`config.mk`:
```
export PLATFORM = sky130hd
export DESIGN_NAME = control_unit_flat
export DESIGN_NICKNAME = d
export VERILOG_FILES = /design/src/rtl/control_unit_if.sv /design/src/rtl/control_unit.sv /design/src/flat_wrapper.sv
export SDC_FILE = /design/constraint.sdc
export NUM_CORES = 1
export LEC_CHECK = 0
export ABC_AREA = 1
export BUFFER_PORTS_ARGS = -buffer_cell sky130_fd_sc_hd__clkbuf_2
export CAP_MARGIN = 0
export CORE_MARGIN = 3
export CORE_UTILIZATION = 54
export CTS_BUF_LIST = sky130_fd_sc_hd__clkbuf_8 sky130_fd_sc_hd__clkbuf_16
export CTS_CLUSTER_SIZE = 25
export DETAILED_ROUTE_END_ITERATION = 12
export PLACE_DENSITY = 0.84
export SLEW_MARGIN = 20
export SYNTH_ARGS = -nofsm -noshare
export SYNTH_HDL_FRONTEND = slang
export SYNTH_SLANG_ARGS = --single-unit
```
`constraint.sdc`:
```
create_clock -name clk -period 1.55 [get_ports clk]
set_input_delay 0.31 -clock clk [delete_from_list [all_inputs] [get_ports clk]]
set_output_delay 0.31 -clock clk [all_outputs]
set_load 0.1 [all_outputs]
```
`src/rtl/control_unit_if.sv`:
```
// Bus bundle between control_unit (master) and its instruction memory / datapath (slave).
interface control_unit_if #(
   parameter int ADDR_W = 8
);
   logic [ADDR_W-1:0] imem_addr;
   logic [15:0]       imem_data;
   logic              data_req;
   logic              data_valid;
   logic              z;
   logic              load_en;
   logic [3:0]        a_sel;
   logic [3:0]        b_sel;
   logic [3:0]        dest_sel;
   logic [3:0]        op_sel;
   logic [15:0]       const_out;
   logic              const_sel;
   logic              data_sel;
   logic              halted;

   modport master (
      output imem_addr, data_req, load_en, a_sel, b_sel, dest_sel, op_sel,
             const_out, const_sel, data_sel, halted,
      input  imem_data, data_valid, z
   );

   modport slave (
      input  imem_addr, data_req, load_en, a_sel, b_sel, dest_sel, op_sel,
             const_out, const_sel, data_sel, halted,
      output imem_data, data_valid, z
   );
endinterface

```
`src/rtl/control_unit.sv`:
```
// Multi-word instruction fetch/decode/execute sequencer for a register-file datapath.
// Optional single-step mode (step port, PAUSE state) is enabled by defining CU_STEP_EN.
module control_unit #(
   parameter int ADDR_W = 8
) (
   input  logic                  clk,
   input  logic                  rst,
`ifdef CU_STEP_EN
   input  logic                  step,
`endif
   control_unit_if.master        bus
);

   typedef enum logic [2:0] {
      S_F0, S_F1, S_F2, S_F3, S_EXEC, S_WAITD, S_HALT
`ifdef CU_STEP_EN
      , S_PAUSE
`endif
   } state_t;

   localparam logic [ADDR_W-1:0] PC_ONE = 1;

   state_t            r_state;
   logic [ADDR_W-1:0] r_pc;
   logic [15:0]       r_word0;
   logic [5:0]        r_ctl;
   logic [15:0]       r_const;
   logic [3:0]        r_op, r_dest, r_a, r_b;
   logic              r_const_sel, r_data_sel, r_wr_en, r_halt;
   logic [1:0]        r_br;
   logic              r_z;
`ifdef CU_STEP_EN
   logic              r_pause_halt;
`endif

   // Control word {const_sel, data_sel, wr_en, br[1:0], halt}: live in F2, latched afterwards.
   logic [5:0] w_ctl;
   logic       w_need_const;
   logic       w_enter_exec;
   logic       w_stall;
   logic       w_done;
   logic       w_zc;
   logic       w_take;

   assign w_ctl        = (r_state == S_F2) ? bus.imem_data[15:10] : r_ctl;
   assign w_need_const = w_ctl[5] | (w_ctl[2:1] != 2'b00);
   assign w_enter_exec = ((r_state == S_F2) & ~w_need_const) | (r_state == S_F3);
   assign w_stall      = (r_state == S_EXEC) & r_data_sel & ~bus.data_valid;
   assign w_done       = ((r_state == S_EXEC) & ~w_stall) |
                         ((r_state == S_WAITD) & bus.data_valid);
   // A stalled branch still resolves on the flag seen during EXEC, not a later one.
   assign w_zc         = (r_state == S_EXEC) ? bus.z : r_z;
   assign w_take       = (r_br == 2'b01) | ((r_br == 2'b10) & w_zc) | ((r_br == 2'b11) & ~w_zc);

   always_ff @(posedge clk) begin
      if (rst) begin
         r_state     <= S_F0;
         r_pc        <= '0;
         r_word0     <= '0;
         r_ctl       <= '0;
         r_const     <= '0;
         r_op        <= '0;
         r_dest      <= '0;
         r_a         <= '0;
         r_b         <= '0;
         r_const_sel <= 1'b0;
         r_data_sel  <= 1'b0;
         r_wr_en     <= 1'b0;
         r_br        <= 2'b00;
         r_halt      <= 1'b0;
         r_z         <= 1'b0;
`ifdef CU_STEP_EN
         r_pause_halt <= 1'b0;
`endif
      end else begin
         case (r_state)
            S_F0: begin
               r_pc    <= r_pc + PC_ONE;
               r_state <= S_F1;
            end
            S_F1: begin
               r_word0 <= bus.imem_data;
               r_pc    <= r_pc + PC_ONE;
               r_state <= S_F2;
            end
            S_F2: begin
               r_ctl <= bus.imem_data[15:10];
               if (w_need_const) begin
                  r_pc    <= r_pc + PC_ONE;
                  r_state <= S_F3;
               end else begin
                  r_state <= S_EXEC;
               end
            end
            S_F3: begin
               r_const <= bus.imem_data;
               r_state <= S_EXEC;
            end
            S_EXEC, S_WAITD: begin
               if (r_state == S_EXEC) r_z <= bus.z;
               if (w_stall) begin
                  r_state <= S_WAITD;
               end else if (w_done) begin
                  if (w_take) r_pc <= r_const[ADDR_W-1:0];
`ifdef CU_STEP_EN
                  r_pause_halt <= r_halt;
                  r_state      <= S_PAUSE;
`else
                  r_state <= r_halt ? S_HALT : S_F0;
`endif
               end
            end
`ifdef CU_STEP_EN
            S_PAUSE: begin
               if (step) r_state <= r_pause_halt ? S_HALT : S_F0;
            end
`endif
            S_HALT: r_state <= S_HALT;
            default: r_state <= S_F0;
         endcase

         // Decoded fields change only on entry to EXEC and hold until the next one.
         if (w_enter_exec) begin
            r_op        <= r_word0[15:12];
            r_dest      <= r_word0[11:8];
            r_a         <= r_word0[7:4];
            r_b         <= r_word0[3:0];
            r_const_sel <= w_ctl[5];
            r_data_sel  <= w_ctl[4];
            r_wr_en     <= w_ctl[3];
            r_br        <= w_ctl[2:1];
            r_halt      <= w_ctl[0];
         end
      end
   end

   assign bus.imem_addr = r_pc;
   assign bus.op_sel    = r_op;
   assign bus.dest_sel  = r_dest;
   assign bus.a_sel     = r_a;
   assign bus.b_sel     = r_b;
   assign bus.const_sel = r_const_sel;
   assign bus.data_sel  = r_data_sel;
   assign bus.const_out = r_const;
   assign bus.halted    = (r_state == S_HALT);
   // Strobes follow data_valid within the cycle; rst masks them so none escapes a reset cycle.
   assign bus.load_en   = ~rst & w_done & r_wr_en;
   assign bus.data_req  = ~rst & (w_stall | (r_state == S_WAITD));

endmodule
```
`src/flat_wrapper.sv`:
```
// flat-port wrapper written by rule: the top's interface ports become plain ports
module control_unit_flat 
#(
   parameter int ADDR_W = 8
)
  (clk, rst, bus_imem_addr, bus_data_req, bus_load_en, bus_a_sel, bus_b_sel, bus_dest_sel, bus_op_sel, bus_const_out, bus_const_sel, bus_data_sel, bus_halted, bus_imem_data, bus_data_valid, bus_z);
  control_unit_if #(.ADDR_W(ADDR_W)) bus_i ();
  input  logic clk;
  input  logic rst;
  output wire logic [$bits(bus_i.imem_addr)-1:0] bus_imem_addr;
  output wire logic [$bits(bus_i.data_req)-1:0] bus_data_req;
  output wire logic [$bits(bus_i.load_en)-1:0] bus_load_en;
  output wire logic [$bits(bus_i.a_sel)-1:0] bus_a_sel;
  output wire logic [$bits(bus_i.b_sel)-1:0] bus_b_sel;
  output wire logic [$bits(bus_i.dest_sel)-1:0] bus_dest_sel;
  output wire logic [$bits(bus_i.op_sel)-1:0] bus_op_sel;
  output wire logic [$bits(bus_i.const_out)-1:0] bus_const_out;
  output wire logic [$bits(bus_i.const_sel)-1:0] bus_const_sel;
  output wire logic [$bits(bus_i.data_sel)-1:0] bus_data_sel;
  output wire logic [$bits(bus_i.halted)-1:0] bus_halted;
  input wire logic [$bits(bus_i.imem_data)-1:0] bus_imem_data;
  input wire logic [$bits(bus_i.data_valid)-1:0] bus_data_valid;
  input wire logic [$bits(bus_i.z)-1:0] bus_z;
  assign bus_imem_addr = bus_i.imem_addr;
  assign bus_data_req = bus_i.data_req;
  assign bus_load_en = bus_i.load_en;
  assign bus_a_sel = bus_i.a_sel;
  assign bus_b_sel = bus_i.b_sel;
  assign bus_dest_sel = bus_i.dest_sel;
  assign bus_op_sel = bus_i.op_sel;
  assign bus_const_out = bus_i.const_out;
  assign bus_const_sel = bus_i.const_sel;
  assign bus_data_sel = bus_i.data_sel;
  assign bus_halted = bus_i.halted;
  assign bus_i.imem_data = bus_imem_data;
  assign bus_i.data_valid = bus_data_valid;
  assign bus_i.z = bus_z;
  control_unit #(.ADDR_W(ADDR_W)) u_core (.clk(clk), .rst(rst), .bus(bus_i));
endmodule
```
# Yosys cells after proc, flatten, opt, wreduce, memory -nomap -nowiden
# Index checks and enable logic that the tools add are counted.
[totals]
elab_cells = 69
regBits = 72
output_inout_bits = 45
input_bits = 20
memories = 0
ram_bits = 0
latchBits = 0
romBits = 0
[op_classes]
n_shift = 0
bitwise_logic = 21
n_reduce_logical = 6
n_div = 0
n_lt_le_gt_ge = 0
eq_ne = 14
n_mul = 0
muxes = 12
add_sub_neg = 1
[op_table]
columns = ["operator", "n"]
rows = [
  ["$mux 8", 4],
  ["$pmux 8 s3", 1],
  ["$pmux 3 s6", 1],
  ["$mux 3", 4],
  ["$and 1x1->1", 10],
  ["$eq 3x3->1 const B", 3],
  ["$add 8x1->8 const B", 1],
  ["$eq 3x2->1 const B", 2],
  ["$mux 6", 1],
  ["$ne 2x1->1 const B", 3],
  ["$or 1x1->1", 6],
  ["$not 1->1", 5],
  ["$reduce_and 5->1", 1],
  ["$eq 2x2->1 const B", 2],
  ["$reduce_or 2->1", 2],
  ["$eq 3x1->1 const B", 1],
  ["$logic_not 3->1", 1],
  ["$ne 3x1->1 const B", 1],
  ["$reduce_bool 3->1", 1],
  ["$eq 2x1->1 const B", 1],
  ["$ne 2x2->1 const B", 1],
  ["$reduce_bool 2->1", 1],
  ["$mux 1", 1],
]

# Depth between registers and ports, before layout
# Gate-level depths: netlist (run 1).
[depth]
depth_word = 9
depth_mapped = 10
mapped_depth_nobuf = 10

# Least setup slack after synthesis (run 1)
# OpenSTA, ideal clock, no wires.
[synth_path]
path_kind = "register -> register"
start = "register u_core.r_state[2]"
end = "register u_core.r_state[1]"
required_time_ns = 1.494
path_buffers = 0
setup_slack_ns = -1.642
arrival_time_ns = 3.135
stages_incl_launch_ff = 7
cell_sequence = "dfxtp_1 inv_2 nor3_1 inv_1 nand4_1 nand3b_1 inv_1"
[synth_between]
word_cells_on_any_way = 21
classes_between = "7 x eq/ne; 4 x mux; 7 x bitwise; 3 x reduce/logical"
[synth_rtl]
columns = ["item", "line", "rtl"]
rows = [
  ["start: declaration", "control_unit.sv:23", "state_t r_state;"],
  ["start signal: assignment", "control_unit.sv:109", "r_state <= r_halt ? S_HALT : S_F0;"],
  ["$eq 3x3->1", "--", ""],
  ["named net bus_halted", "flat_wrapper.sv:20", "output wire logic [$bits(bus_i.halted)-1:0] bus_halted;"],
  ["$pmux 3 s6", "control_unit.sv:76", "case (r_state)"],
]
# The timed path passes the listed nets, and every way through them passes these cells.
# A chain may end at the register's enable or synchronous reset.

# Worst setup path after layout (run 1)
[layout_path]
start = "register u_core.r_state[0]"
end = "output bus_load_en"
[layout_between]
elab_chain_len = 8
word_cells_on_any_way = 10
classes_between = "2 x eq/ne; 8 x bitwise"
[layout_rtl]
columns = ["item", "line", "rtl"]
rows = [
  ["$eq 3x3->1", "control_unit.sv:48, control_unit.sv:49", ""],
  ["$and 1x1->1 (2 in series)", "control_unit.sv:48", "assign w_stall = (r_state == S_EXEC) & r_data_sel & ~bus.data_valid;"],
  ["$not 1->1", "control_unit.sv:49", "assign w_done = ((r_state == S_EXEC) & ~w_stall) |"],
  ["$and 1x1->1", "control_unit.sv:49", ""],
  ["$or 1x1->1 (*)", "control_unit.sv:49", ""],
  ["$and 1x1->1 (*) (2 in series)", "control_unit.sv:147", "assign bus.load_en = ~rst & w_done & r_wr_en;"],
  ["end: declaration", "flat_wrapper.sv:12", "output wire logic [$bits(bus_i.load_en)-1:0] bus_load_en;"],
]
# Mark *: on every way between the ends. The rest lies on a longest branch, timed or not.

==> impl_results.md, run 1 <==
* Cells after Synth at approximately 400
* Wirelength, routed at 8.51 mm
* H-tree depth at 3
* Static Leak at about 1.8 nW
* R2R Setup Slk at -180 ps
* Failing checks: setup timing
* Die Height at roughly 81 um
* GRT Total Usage at between 20% and 30%
* Final Max Slew Viols at 0
* Final net count at 513
* Worst-Margin Slew at between 500 and 600 ps
* WP buf/inv at 1
* RR Endpoint: u_core.bus.imem_addr[2]$_SDFFE_PP0P_
* # port buffers at 64
* Remaining antenna violation count after routing at 0
* Fin crit period at ~1800 ps
* Vias in the first global route at about 2.7k
* Routed vias at 3083
* RSZ-0062 raised after global routing: yes
* Row Count at 26
* Synth top area share at a little under half
* Mapped Nets at ~420
* Initial antenna violation count at 0
* Worst min-delay path class: input port to register
* ANT cells at 0
* GRT overflow at 0
* Mean Syn Cell Area at 7.48 um^2
* Reg2reg path depth at 12
* DR pass1 iterations at 7
* Via density at around 5.4
* CTS root buffer: clkbuf_8
* Crit path capture type: primary output
* Worst slack, placed at -4.95 ps
* Arr. time, crit path at roughly 1500 ps
* Hold Path Sink: u_core.bus.const_out[2]$_SDFFE_PP0P_
* Peak VDD IR at 1.29 mV
* Io pins at 65
* CTS Buf Count at 9
* Post-synth top cells: dfxtp_1 (72), o21ai_0 (59), nand2_1 (55)
* Placed insts at between 500 and 600
* Setup TNS at -3170 ps
* Non-Filler Instances at between 500 and 600
* Synth area leader: dfxtp_1
* Setup Skew at around 9.0 ps
* Slew headroom at about three fifths
* Fin. Hold Viols at 0
* Starting density of the core at a little under three fifths
* CTS Buffer Depth at 2
* Clk pin slew, worst setup/hold paths at 80 ps
* DRC Markers at 0
* Layout cell share with drive strength beyond 1 at between 30% and 40%
* Max-cap violations at 0
* Kind of cell adding the most delay to the critical path: simple AND/OR/NAND/NOR gates
* Sequential area share after synthesis at between 40% and 50%
* Worst Path Max Fanout at 4
* #FFs+latches synth at 72
* Async SR Flop Fraction at 0%
* Synth top area cells: dfxtp_1 (48%), o21ai_0 (9.8%), a21oi_1 (8.0%), nand2_1 (6.9%), nor2_1 (6.1%)
* First-pass GRT wire length at roughly 12 mm
* Wire per inst at 15.0 um
* Sink Count at 72
* Primary flip-flop cell chosen by synthesis mapping: dfxtp_1
* Iter 0 DRT Violations at ~200
* CP Launch Type: register
* Global placer's final weighted congestion at slightly below 0.9
* Crit path top cell by count: nor2_4
* Post-Syn Area at approximately 3000 um^2
* Worst r2r src: u_core.r_state[0]$_SDFFE_PP0P_
* Slowest-stage cell, CP: dfxtp_4
* Final setup violation count at 34
* Area of the core at approximately 5200 um^2
* Final setup margin at -258 ps
* CP Class: register to primary output
* Largest net degree at the start of global routing at 49
* Most frequent cell after synthesis: dfxtp_1
* Pwr dens at 1820 nW/um^2
* CP required at around 1200 ps
* Final Cycle Share at 117%
* Largest stage delay, worst path at about 370 ps
* Max Freq at 553 MHz
* Total die area at 6510 um^2
* Crit-path cells: nor2_4 > nand2_4 > o21ai_4 > nand3_4 > nor2_4 > buf_12
* Yosys cell types at 29
* Die X-Extent at between 80 and 90 um
* TritonCTS clock tree: yes
* Synth Warn # at 0
* WHS Path Cells at 3
* Number of synthesized flops with an enable pin at 0
* Crit path launch: u_core.r_state[0]$_SDFFE_PP0P_
* Dpl hpwl at around 5.2 mm
* Area Overhead vs Synth at 37.7%
* Hold_sp: bus_imem_data[2]
* Status: complete, but fails checks
* Worst skew pair latency at roughly 350 ps
==> power by group <==
part,total (mW),switching (mW),internal [mW]
combinational,3.68,2.70,0.975
sequential,2.57,0.304,2.27
clock,1.28,0.680,0.602
==> per-stage QoR <==
stage	utilization [%]	hold slack, ps	power (mW)	cell area (um^2)
2_1_floorplan	-	391	5.19	3100
3_3_place_gp	68.7	439	5.76	3600
3_5_place_dp	68.7	441	5.84	3600
4_1_cts	72.8	225	7.13	3810
5_1_grt	79.2	230	7.89	4150
6_report	79.2	231	7.53	4150
==> area by class of cell <==
class	count	area (um^2)
fillers	360	1090
clock inverters	6	27.5
multi-input cells	261	1440
flip-flops and latches	72	1460
clock buffers	10	138
repair buffers	97	787
inverters	51	204
well taps	70	87.6
==> cells in the final DEF (no fill, tap or decap), types with 17 or more instances in the layout <==
cell,Yosys,layout
dfxtp_1,72,61
nand2_1,55,54
clkbuf_2,0,49
nor2_1,49,48
inv_1,46,46
o21ai_0,59,44
a21oi_1,48,30
buf_4,4,29
nand3_1,18,17
a21oi_2,0,17
==> how the worst max path moves through the flow <==
stage	end	depth (start not counted)
after detailed placement	u_core.bus.imem_addr[0]$_SDFFE_PP0P_	9
after global routing	bus_load_en	6
after CTS	bus_load_en	6
after floorplan	bus_load_en	5
after global placement	u_core.bus.imem_addr[1]$_SDFFE_PP0P_	9
final	bus_load_en	6
==> kinds of logic after synthesis <==
| kind of cell | after synthesis | share of synthesized area [%] |
|---|---|---|
| AND/OR/NAND/NOR | 147 | 22.8 |
| AO/OA/AOI/OAI | 112 | 18.8 |
| flip-flops | 72 | 47.8 |
| buffers and inverters | 70 | 9.84 |
| XOR/XNOR | 1 | 0.291 |
| adder cells (fa/ha/maj) | 1 | 0.415 |
==> metal layers <==
metal | track usage [%] | wire, um | part of all wire [%]
met2 | 39.0 | 4220 | 50
met4 | 7.26 | 242 | 2.8
met5 | 0 | 0 | 0
met1 | 31.0 | 3490 | 41
met3 | 6.61 | 551 | 6.5
==> worst min-delay path, cell delays in order <==
cell      delay [ps]
clkbuf_2          90
o21ai_0           70
nor2_1            70
==> repair_timing <==
item,CTS,global route
setup buffers,5,11
pin swaps,8,6
hold buffers,0,0
setup endpoints to repair,8,31
cloned,0,4
resized for setup,3,53
==> flip-flops by register name, indices dropped and copies added, names as in the netlist <==
register and count:
u_core.bus.const_out 16, u_core.r_word0 16, u_core.bus.imem_addr 8, u_core.r_ctl 6
u_core.bus.a_sel 4, u_core.bus.b_sel 4, u_core.bus.dest_sel 4, u_core.bus.op_sel 4
u_core.r_state 3, u_core.r_br 2, u_core.bus.const_sel 1, u_core.bus.data_sel 1
u_core.r_halt 1, u_core.r_wr_en 1, u_core.r_z 1
(Power assumes the default switching activity.)
==> inputs of run 2 (changes only) <==
- CELL_PAD_IN_SITES_DETAIL_PLACEMENT: default -> 1
- CELL_PAD_IN_SITES_GLOBAL_PLACEMENT: default -> 1
- CORE_UTILIZATION: 54 -> 38
- PLACE_DENSITY: 0.84 -> 0.83
- SKIP_LAST_GASP: default -> 1
==> run 2 against run 1 <==
  * The flow still finishes with violations (setup timing)
  * Die area is 39% higher
  * Worst hold slack gained 7.5 ps
  * Sequential power is essentially flat
  * Sequential share of layout area is 0.085 points higher
  * Maximum frequency is 0.52% higher
  * Critical path depth stayed put
  * Largest cell class unchanged
  * Highest routed layer unchanged
==> impl_results.md, run 2 (synthesis gave the netlist of run 1 again) <==
* Total die area at 9030 um^2 (was 6510 um^2)
* CP Launch Type: register (unchanged)
* CP required at 1240 ps (about the same)
* Remaining antenna violation count after routing at 0 (unchanged)
* CP Class: register to primary output (unchanged)
* Area of the core at 7490 um^2 (was 5240 um^2)
* H-tree depth at 3 (unchanged)
* CTS Buffer Depth at 2 (unchanged)
* Worst Path Max Fanout at 4 (unchanged)
* TritonCTS clock tree: yes (unchanged)
* First-pass GRT wire length at 15.0 mm (was 12.1 mm)
* Crit path launch: u_core.r_state[0]$_SDFFE_PP0P_ (unchanged)
* Reg2reg path depth at 12 (unchanged)
* Iter 0 DRT Violations at 144 (was 198)
* Io pins at 65 (unchanged)
* Pwr dens at 1890 nW/um^2 (was 1820 nW/um^2)
* Global placer's final weighted congestion at 0.837 (was 0.891)
* Crit-path cells: nor2_4 > nand2_4 > o21ai_4 > nand3_4 > nor2_4 > buf_12 (unchanged)
* Area Overhead vs Synth at 37.4% (was 37.7%)
* Worst slack, placed at -20.1 ps (was -4.95 ps)
* ANT cells at 0 (unchanged)
* RR Endpoint: u_core.bus.imem_addr[1]$_SDFFE_PP0P_ (was u_core.bus.imem_addr[2]$_SDFFE_PP0P_)
* Sink Count at 72 (unchanged)
* CTS Buf Count at 9 (unchanged)
* Clk pin slew, worst setup/hold paths at 80 ps (about the same)
* Row Count at 31 (was 26)
* GRT Total Usage at 21.3% (was 24.0%)
* Setup Skew at 9.69 ps (was 8.99 ps)
* Crit path to: bus_load_en (unchanged)
* Placed insts at 559 (was 531)
* Max-cap violations at 0 (unchanged)
* Worst r2r src: u_core.r_state[0]$_SDFFE_PP0P_ (unchanged)
* DRC Markers at 0 (unchanged)
* Via density at 5.16 (was 5.44)
* DR pass1 iterations at 4 (was 7)
* Worst hold margin at 238 ps (was 231 ps)
* Arr. time, crit path at 1490 ps (was 1500 ps)
* Starting density of the core at 40.2% (was 57.5%)
* Non-Filler Instances at 594 (was 567)
* Largest net degree at the start of global routing at 34 (was 49)
* Most frequent cells in the layout: dfxtp_1 (61), o21ai_0 (57), nand2_1 (50) (was dfxtp_1 (61), nand2_1 (54), clkbuf_2 (49))
* Most common cell after layout, fill and taps aside: dfxtp_1 (unchanged)
* Crit path top cell by count: nor2_4 (unchanged)
* Final Max Slew Viols at 0 (unchanged)
* Layout cell share with drive strength beyond 1 at 32.3% (was 34.6%)
* Worst skew pair latency at 350 ps (about the same)
* Kind of cell adding the most delay to the critical path: simple AND/OR/NAND/NOR gates (unchanged)
* Final setup violation count at 11 (was 34)
* R2R Setup Slk at -240 ps (was -180 ps)
* Largest stage delay, worst path at 360 ps (was 370 ps)
* # port buffers at 64 (unchanged)
* Final net count at 511 (was 513)
* Die X-Extent at 95.0 um (was 80.7 um)
* Die Height at 95.0 um (was 80.7 um)
* Area after DPL at 3650 um^2 (was 3600 um^2)
* Static Leak at 1.83 nW (was 1.84 nW)
* Vias in the first global route at 3039 (was 2670)
* Design area at 4140 um^2 (was 4150 um^2)
* Peak VDD IR at 0.815 mV (was 1.29 mV)
* Slowest-stage cell, CP: dfxtp_4 (unchanged)
* Max Freq at 556 MHz (was 553 MHz)
* Final Cycle Share at 116% (was 117%)
* Status: complete, but fails checks (unchanged)
* GRT overflow at 0 (unchanged)
* Wire per inst at 16.9 um (was 15.0 um)
* RSZ-0062 raised after global routing: yes (unchanged)
* Initial antenna violation count at 0 (unchanged)
* Worst min-delay path class: input port to register (unchanged)
* CTS root buffer: clkbuf_8 (unchanged)
* WP buf/inv at 1 (unchanged)
* Wirelength, routed at 10.0 mm (was 8.51 mm)
* Fin crit period at 1800 ps (was 1810 ps)
* Routed vias at 3067 (was 3083)
* Fin. Hold Viols at 0 (unchanged)
* Instance count on the critical path at 6 (unchanged)
* CTS Hold Bufs at 0 (unchanged)
* Dpl hpwl at 6.31 mm (was 5.22 mm)
* Failing checks: setup timing (unchanged)
* Final setup margin at -249 ps (was -258 ps)
* Crit path capture type: primary output (unchanged)
* Worst-Margin Slew at 549 ps (was 581 ps)
* Slew headroom at 63.6% (was 61.4%)
[run 2: cell count changes in the layout (fill, tap and decap cells not counted), moves of 3 or more]
cell / previous run / this run
o21ai_1: 14 / 5
nand2_2: 3 / 7
nor2_1: 48 / 45
nor2_2: 0 / 3
nand2_1: 54 / 50
a21oi_1: 30 / 47
buf_4: 29 / 32
o21ai_0: 44 / 57
a21oi_2: 17 / 0
o21ai_2: 4 / 0
[run 2: area by class of cell]
cell class | instances | area, um^2
Clock buffer | 11 | 151
Fill cell | 929 | 3350
Multi-Input combinational cell | 262 | 1420
Inverter | 51 | 204
Sequential cell | 72 | 1460
Timing Repair Buffer | 94 | 727
Tap cell | 99 | 124
Clock inverter | 5 | 53.8
[run 2: power by group]
group / internal, mW / switching [mW]
clock: 0.827 / 0.722
sequential: 2.27 / 0.303
combinational: 0.934 / 2.76
[run 2: worst min path at each step]
stage / endpoint / depth (start not counted) / startpoint
floorplan: u_core.r_ctl[2]$_SDFF_PP0_ / 1 / rst
global placement: u_core.r_word0[1]$_SDFFE_PP0P_ / 2 / u_core.r_word0[1]$_SDFFE_PP0P_
detailed placement: u_core.r_word0[6]$_SDFFE_PP0P_ / 2 / u_core.r_word0[6]$_SDFFE_PP0P_
CTS: u_core.bus.const_out[3]$_SDFFE_PP0P_ / 3 / bus_imem_data[3]
global route: u_core.bus.const_out[9]$_SDFFE_PP0P_ / 3 / bus_imem_data[9]
finish: u_core.bus.const_out[3]$_SDFFE_PP0P_ / 3 / bus_imem_data[3]
[run 2: worst reg2reg max path, stage by stage, from the launching register on]
cell and delay (ps):
dfxtp_4 360, nor2_4 140, nand2_4 100, o21ai_4 160, buf_4 140, buf_6 80
buf_6 80, nor2_4 30, nor2_4 220, buf_6 140, nand3b_1 80, nand2_1 100
nor2_1 40
[run 2: per-layer routing]
metal | vias to the layer above | GRT usage (%) | wire length [um]
met5 | - | 0 | 0
met1 | 1501 | 26.6 | 4250
li1 | 1481 | - | -
met2 | 68 | 36.4 | 5200
met4 | 0 | 9.50 | 223
met3 | 17 | 3.24 | 358
[run 2: through the flow]
stage	TNS (ps)	power, mW	util [%]
CTS	-2320	7.59	52.8
finish	-2070	7.81	55.3
global placement	0	5.83	48.8
detailed placement	-58.5	5.94	48.8
global route	-3120	8.20	55.3
floorplan	-474	5.19	-
[run 2: timing repair]
item                                    CTS  global route
gates cloned                              0             3
gates resized for setup                   9            15
buffers inserted                          8             9
pin swaps                                 9             8
endpoints found under the setup margin   10            32
